$ cat src/rtl/uart_pkg.sv
// Shared definitions for the UART system-bus peripherals: register offsets and
// the transmit state machine encoding.
package uart_pkg;

  localparam logic [31:0] REG_DATA      = 32'h00;
  localparam logic [31:0] REG_STATUS    = 32'h04;
  localparam logic [31:0] REG_DIVISOR   = 32'h08;
  localparam logic [31:0] REG_PARITY_EN = 32'h0C;
  localparam logic [31:0] REG_STOPBIT   = 32'h10;
  localparam logic [31:0] REG_RESET     = 32'h24;

  typedef enum logic [2:0] {IDLE, START, DATA, PARITY, STOP} uart_tx_state_t;

endpackage

$ cat src/rtl/sync_fifo.sv
// Single-clock FIFO with wrap-bit pointers. A push into a full FIFO is dropped,
// even if a pop happens on the same cycle. clr_i empties it synchronously.
module sync_fifo #(
  parameter int WIDTH = 8,
  parameter int DEPTH = 4
) (
  input  logic             clk_i,
  input  logic             rst_ni,
  input  logic             clr_i,
  input  logic             push_i,
  input  logic             pop_i,
  input  logic [WIDTH-1:0] data_i,
  output logic [WIDTH-1:0] data_o,
  output logic             full_o,
  output logic             empty_o
);

  localparam int AW = $clog2(DEPTH);
  localparam logic [AW:0] PTR_ONE = 1;

  logic [WIDTH-1:0] mem_q [DEPTH];
  logic [AW:0]      wptr_q;
  logic [AW:0]      rptr_q;
  logic             do_push;
  logic             do_pop;

  assign empty_o = (wptr_q == rptr_q);
  assign full_o  = (wptr_q[AW] != rptr_q[AW]) && (wptr_q[AW-1:0] == rptr_q[AW-1:0]);
  assign do_push = push_i && !full_o;
  assign do_pop  = pop_i && !empty_o;
  assign data_o  = mem_q[rptr_q[AW-1:0]];

  always_ff @(posedge clk_i or negedge rst_ni) begin
    if (!rst_ni) begin
      wptr_q <= '0;
      rptr_q <= '0;
    end else if (clr_i) begin
      wptr_q <= '0;
      rptr_q <= '0;
    end else begin
      if (do_push) wptr_q <= wptr_q + PTR_ONE;
      if (do_pop)  rptr_q <= rptr_q + PTR_ONE;
    end
  end

  always_ff @(posedge clk_i) begin
    if (do_push) mem_q[wptr_q[AW-1:0]] <= data_i;
  end

endmodule

$ cat src/rtl/uart_tx_sb_ctrl.sv
// System-bus UART transmitter: register file, byte FIFO and a frame FSM that
// serialises 8N1/8E1/8N2/8E2 frames onto a registered tx line.
module uart_tx_sb_ctrl
  import uart_pkg::*;
#(
  parameter int CLK_FREQ     = 10_000_000,
  parameter int DEFAULT_BAUD = 115200,
  parameter int FIFO_DEPTH   = 4
) (
  input  logic        clk_i,
  input  logic        resetn_i,
  input  logic        req_i,
  input  logic        write_enable_i,
  input  logic [31:0] addr_i,
  input  logic [31:0] write_data_i,
  output logic [31:0] read_data_o,
  output logic        tx_o
);

  localparam logic [15:0] DIV_RESET = 16'(CLK_FREQ / DEFAULT_BAUD);

  uart_tx_state_t state_q;
  logic [15:0]    divisor_q;
  logic           parity_en_q;
  logic           stopbit_q;
  logic           overflow_q;
  logic [31:0]    read_data_q;
  logic           tx_q;
  logic [7:0]     shift_q;
  logic           par_q;
  logic [2:0]     bit_cnt_q;
  logic [16:0]    baud_cnt_q;

  logic       wr, rd, soft_rst, busy, bit_end;
  logic       fifo_push, fifo_pop, fifo_full, fifo_empty;
  logic [7:0] fifo_rdata;
  logic [16:0] bit_len, stop_len;
  logic       unused_wdata;

  assign wr        = req_i && write_enable_i;
  assign rd        = req_i && !write_enable_i;
  assign soft_rst  = wr && (addr_i == REG_RESET) && write_data_i[0];
  assign fifo_push = wr && (addr_i == REG_DATA);
  assign busy      = (state_q != IDLE) || !fifo_empty;
  assign bit_end   = (baud_cnt_q == '0);
  assign bit_len   = {1'b0, divisor_q} - 17'd1;
  assign stop_len  = stopbit_q ? ({divisor_q, 1'b0} - 17'd1) : bit_len;
  // A new frame is fetched from IDLE, or straight out of STOP for gapless streaming.
  assign fifo_pop  = !fifo_empty && ((state_q == IDLE) || (state_q == STOP && bit_end));
  assign unused_wdata = ^write_data_i[31:16];

  assign read_data_o = read_data_q;
  assign tx_o        = tx_q;

  sync_fifo #(.WIDTH(8), .DEPTH(FIFO_DEPTH)) u_fifo (
    .clk_i   (clk_i),
    .rst_ni  (resetn_i),
    .clr_i   (soft_rst),
    .push_i  (fifo_push),
    .pop_i   (fifo_pop),
    .data_i  (write_data_i[7:0]),
    .data_o  (fifo_rdata),
    .full_o  (fifo_full),
    .empty_o (fifo_empty)
  );

  always_ff @(posedge clk_i or negedge resetn_i) begin
    if (!resetn_i) begin
      divisor_q   <= DIV_RESET;
      parity_en_q <= 1'b0;
      stopbit_q   <= 1'b0;
      overflow_q  <= 1'b0;
      read_data_q <= '0;
    end else if (soft_rst) begin
      divisor_q   <= DIV_RESET;
      parity_en_q <= 1'b0;
      stopbit_q   <= 1'b0;
      overflow_q  <= 1'b0;
      read_data_q <= '0;
    end else begin
      if (fifo_push && fifo_full) overflow_q <= 1'b1;
      if (wr && !busy) begin
        case (addr_i)
          REG_DIVISOR:   divisor_q   <= (write_data_i[15:1] == '0) ? 16'd2 : write_data_i[15:0];
          REG_PARITY_EN: parity_en_q <= write_data_i[0];
          REG_STOPBIT:   stopbit_q   <= write_data_i[0];
          default: ;
        endcase
      end
      if (rd) begin
        case (addr_i)
          REG_STATUS: begin
            read_data_q <= {29'b0, overflow_q, fifo_full, busy};
            overflow_q  <= 1'b0;
          end
          REG_DIVISOR:   read_data_q <= {16'b0, divisor_q};
          REG_PARITY_EN: read_data_q <= {31'b0, parity_en_q};
          REG_STOPBIT:   read_data_q <= {31'b0, stopbit_q};
          default:       read_data_q <= '0;
        endcase
      end
    end
  end

  always_ff @(posedge clk_i or negedge resetn_i) begin
    if (!resetn_i) begin
      state_q    <= IDLE;
      tx_q       <= 1'b1;
      shift_q    <= '0;
      par_q      <= 1'b0;
      bit_cnt_q  <= '0;
      baud_cnt_q <= '0;
    end else if (soft_rst) begin
      state_q    <= IDLE;
      tx_q       <= 1'b1;
      shift_q    <= '0;
      par_q      <= 1'b0;
      bit_cnt_q  <= '0;
      baud_cnt_q <= '0;
    end else begin
      if (state_q != IDLE && !bit_end) baud_cnt_q <= baud_cnt_q - 17'd1;
      case (state_q)
        IDLE, STOP: begin
          if (fifo_pop) begin
            state_q    <= START;
            shift_q    <= fifo_rdata;
            par_q      <= ^fifo_rdata;
            tx_q       <= 1'b0;
            baud_cnt_q <= bit_len;
          end else if (state_q == STOP && bit_end) begin
            state_q <= IDLE;
          end
        end
        START: begin
          if (bit_end) begin
            state_q    <= DATA;
            tx_q       <= shift_q[0];
            bit_cnt_q  <= '0;
            baud_cnt_q <= bit_len;
          end
        end
        DATA: begin
          if (bit_end) begin
            if (bit_cnt_q == 3'd7) begin
              if (parity_en_q) begin
                state_q    <= PARITY;
                tx_q       <= par_q;
                baud_cnt_q <= bit_len;
              end else begin
                state_q    <= STOP;
                tx_q       <= 1'b1;
                baud_cnt_q <= stop_len;
              end
            end else begin
              bit_cnt_q  <= bit_cnt_q + 3'd1;
              shift_q    <= shift_q >> 1;
              tx_q       <= shift_q[1];
              baud_cnt_q <= bit_len;
            end
          end
        end
        PARITY: begin
          if (bit_end) begin
            state_q    <= STOP;
            tx_q       <= 1'b1;
            baud_cnt_q <= stop_len;
          end
        end
        default: state_q <= IDLE;
      endcase
    end
  end

endmodule

$ cat config.mk
export PLATFORM = sky130hd
export DESIGN_NAME = uart_tx_sb_ctrl
export DESIGN_NICKNAME = d
export VERILOG_FILES = /design/src/rtl/uart_pkg.sv /design/src/rtl/sync_fifo.sv /design/src/rtl/uart_tx_sb_ctrl.sv
export SDC_FILE = /design/constraint.sdc
export NUM_CORES = 1
export LEC_CHECK = 0
export BUFFER_PORTS_ARGS = -buffer_cell sky130_fd_sc_hd__buf_2
export CAP_MARGIN = 10
export CORE_ASPECT_RATIO = 0.75
export CORE_UTILIZATION = 36
export CTS_CLUSTER_DIAMETER = 50
export DETAILED_ROUTE_END_ITERATION = 6
export SKIP_CTS_REPAIR_TIMING = 1
export SLEW_MARGIN = 20
export SYNTH_ARGS = -nofsm -noshare
export SYNTH_HDL_FRONTEND = slang
export SYNTH_SLANG_ARGS = --single-unit
$ cat constraint.sdc
create_clock -name clk_i -period 3.12 [get_ports clk_i]
set_clock_uncertainty 0.2 [all_clocks]
set_input_delay 0 -clock clk_i [delete_from_list [all_inputs] [get_ports clk_i]]
set_output_delay 0 -clock clk_i [all_outputs]
set_load 0.01 [all_outputs]
==> metrics.cfg <==
[job]
cap_violations = 0

[synthesis]
synth_common_cells = nand2_1 (79), dfrtp_1 (69), nor2_1 (55)
synthFlopType = dfrtp_1
synth_top_cell_by_area = dfrtp_1
synth_most_common_cell = nand2_1
yosysTopAreaCellShare_pct = 27.8
yosysUniqueCellTypes = 67
synth_edf_count = 32
avgSynthCellArea_um2 = 9.74
ys_ff_latch = 106
syn-cell-area_um2 = 6210
synthesis.instances = 637
yosys_warnings = 0
synthArstFlopShare_pct = 69.8
yosys-top-cells-area = dfrtp_1 (28%), edfxtp_1 (15%), nand2_1 (4.8%)
seq_area_frac_synth_pct = 45.4

[layout]
multi_input_area_um2 = 3160
drive_above_1_share_pct = 18.2
finalNetCount = 805
stdcell_count = 947
fillers = 1655
diodes = 0
area_delta_synth_final_pct = 18.4
seqCellArea_um2 = 2820
finish.utilization_pct = 43.7

[setup_path]
r2r-start = baud_cnt_q[0]$_DFF_PN0_
critPathKind = reg2reg
arrival_ns = 2.78
r2r_slack_ns = 0.36
critPathLaunchType = flip-flop
critPathCaptureType = flip-flop
worstPathMaxFanout = 24
crit_required_ns = 3.14
startpoint = baud_cnt_q[0]$_DFF_PN0_

[floorplanning]
pin_count = 101
die_width_um = 154
core_um2 = 16800
core.rowCount = 41
die-area_um2 = 17800
die_h_um = 116
start_util_pct = 36.9

[cts]
root_buffer = clkbuf_16
insertion_delay_ns = 0.35
numCtsBuffers = 9
cts.clk_slew.worst_paths_ns = 0.08
cts_tree = done
htree_levels = 3
clock_sinks = 106
clockBufferDepth = 2

[power]
p_leak_uw = 0.00307
powerDensity_nw_per_um2 = 935
peakVddDrop_mv = 1.30

[grt]
grt_pass1_vias = 5205
overflow = 0
grt_pass1_wl_um = 27800
grt_util_all_layers_pct = 20.2
grt_max_degree = 75
antenna_found_initial = 0

[drt]
drt_iter0_drc = 458
drt-vias-per-instance = 5.69
num_vias = 5384
postRouteAntennaNets = 0
drt_pass1_iterations = 5
routedWlPerCell_um = 18.4
routed_wl_um = 17400
drc = 0

[sta]
period_share_pct = 88.3
layout_setup_ws_ns = 0.364
whs_ns = -0.0527
setup_viol = 0
drv_slew = 0
hold_viol_final = 2
min_period_ns = 2.76
rsz0062_at_grt = false
fmax_mhz = 363
worst_pin_slew_ns = 0.985
fin_setup_tns_ns = 0
maxSlewHeadroom_pct = 34.4

[run_status]
violations = negative hold slack
status = finished with violations

[placement]
numPortBuffers = 68
place.gp.congestion = 0.931
hpwl_um = 12900
preCtsSetupSlack_ns = 0.417
place_inst = 911

[min_path]
holdCritStartpoint = addr_i[4]
hold_path.class = in2reg

-- through the flow --
step                area, µm²  power, µW
floorplan                6260       4230
global placement         6840       5500
detailed placement       6840       5560
CTS                      7150       6780
global route             7350       7300
finish                   7350       6870
-- power breakdown --
part	internal (µW)	switching [µW]	leakage [µW]	total, µW
registers	1590	169	0.00128	1760
clock network	642	550	0.000151	1190
logic	1360	2550	0.00164	3910
-- kinds of logic (layout without fill, tap and decap cells) --
group,after synthesis,in the layout,share of synthesized area [%]
muxes,21,21,5.00
xor gates and xnor gates,44,44,6.21
AOI/OAI and AO/OA,156,156,17.8
and+or+nand+nor,237,237,18.6
adders and majority gates,10,10,2.02
other,1,16,0.0604
DFF,106,106,45.4
buffers and inverters,62,142,4.84
-- flip-flops by register name, summed over array words and instances (netlist names) --
signal / count
u_fifo.mem_q: 32
par_q: 1
stopbit_q: 1
u_fifo.rptr_q: 3
baud_cnt_q: 17
divisor_q: 16
u_fifo.wptr_q: 3
read_data_o: 16
parity_en_q: 1
shift_q: 8
bit_cnt_q: 3
state_q: 3
overflow_q: 1
tx_o: 1
-- placed cells by master, fill, tap and decap left out, types with 4 or more instances in the layout --
master | Yosys | layout
a211oi_1 | 4 | 4
a21oi_1 | 31 | 31
a221oi_1 | 6 | 6
a22o_1 | 17 | 17
a22oi_1 | 6 | 6
a31oi_1 | 5 | 5
and2_1 | 6 | 6
and3_1 | 4 | 4
buf_2 | 6 | 67
buf_4 | 16 | 25
clkbuf_16 | 0 | 9
conb_1 | 1 | 16
dfrtp_1 | 69 | 69
dfstp_2 | 5 | 5
dlygate4sd3_1 | 0 | 20
edfxtp_1 | 32 | 32
ha_1 | 10 | 10
inv_1 | 13 | 13
inv_6 | 0 | 4
mux2i_1 | 13 | 13
mux4_2 | 8 | 8
nand2_1 | 79 | 79
nand2b_1 | 7 | 7
nand3_1 | 14 | 14
nand4_1 | 11 | 11
nor2_1 | 55 | 55
nor2b_1 | 7 | 7
nor3_1 | 20 | 20
nor4_1 | 16 | 15
o211ai_1 | 4 | 4
o21ai_0 | 27 | 27
o221ai_1 | 5 | 5
o22ai_1 | 9 | 9
o2bb2ai_1 | 5 | 5
o31ai_1 | 10 | 10
xnor2_1 | 29 | 29
xor2_1 | 15 | 15
-- worst paths after layout --
path,cells after the start,endpoint
max in group asynchronous,2,divisor_q[12]$_DFFE_PN0P_
max,10,baud_cnt_q[0]$_DFF_PN0_
min reg2reg,2,shift_q[0]$_DFFE_PN0P_
min in group asynchronous,2,baud_cnt_q[0]$_DFF_PN0_
max reg2reg,10,baud_cnt_q[0]$_DFF_PN0_
min,5,read_data_o[2]$_DFFE_PN0P_
-- area by class of cell --
| type | instances | area share [%] |
|---|---|---|
| clock buffers | 10 | 3.12 |
| clock inverters | 6 | 1.11 |
| inverters | 13 | 0.664 |
| multi-input cells | 484 | 43.0 |
| flip-flops and latches | 106 | 38.4 |
| well taps | 215 | 3.66 |
| repair buffers | 113 | 10.1 |
-- routing by layer --
metal  track usage (%)  share of wire [%]  vias up  routed length (µm)
li1                  -                  -     2505                   -
met1              28.2                 47     2664                8150
met2              32.0                 46      197                7970
met3              4.41                6.2       18                1080
met4              5.07                1.2        0                 203
met5                 0                  0        -                   0
-- critical path, stage by stage (launching register included) --
cell	delay, ns
dfrtp_1	0.42
inv_1	0.10
ha_1	0.16
nor2b_1	0.16
and2_1	0.37
nand2_1	0.16
buf_12	0.19
a21oi_1	0.20
a31oi_1	0.12
a211oi_1	0.44
nor2_1	0.10
Note: power is estimated with default switching activity, not from simulation.
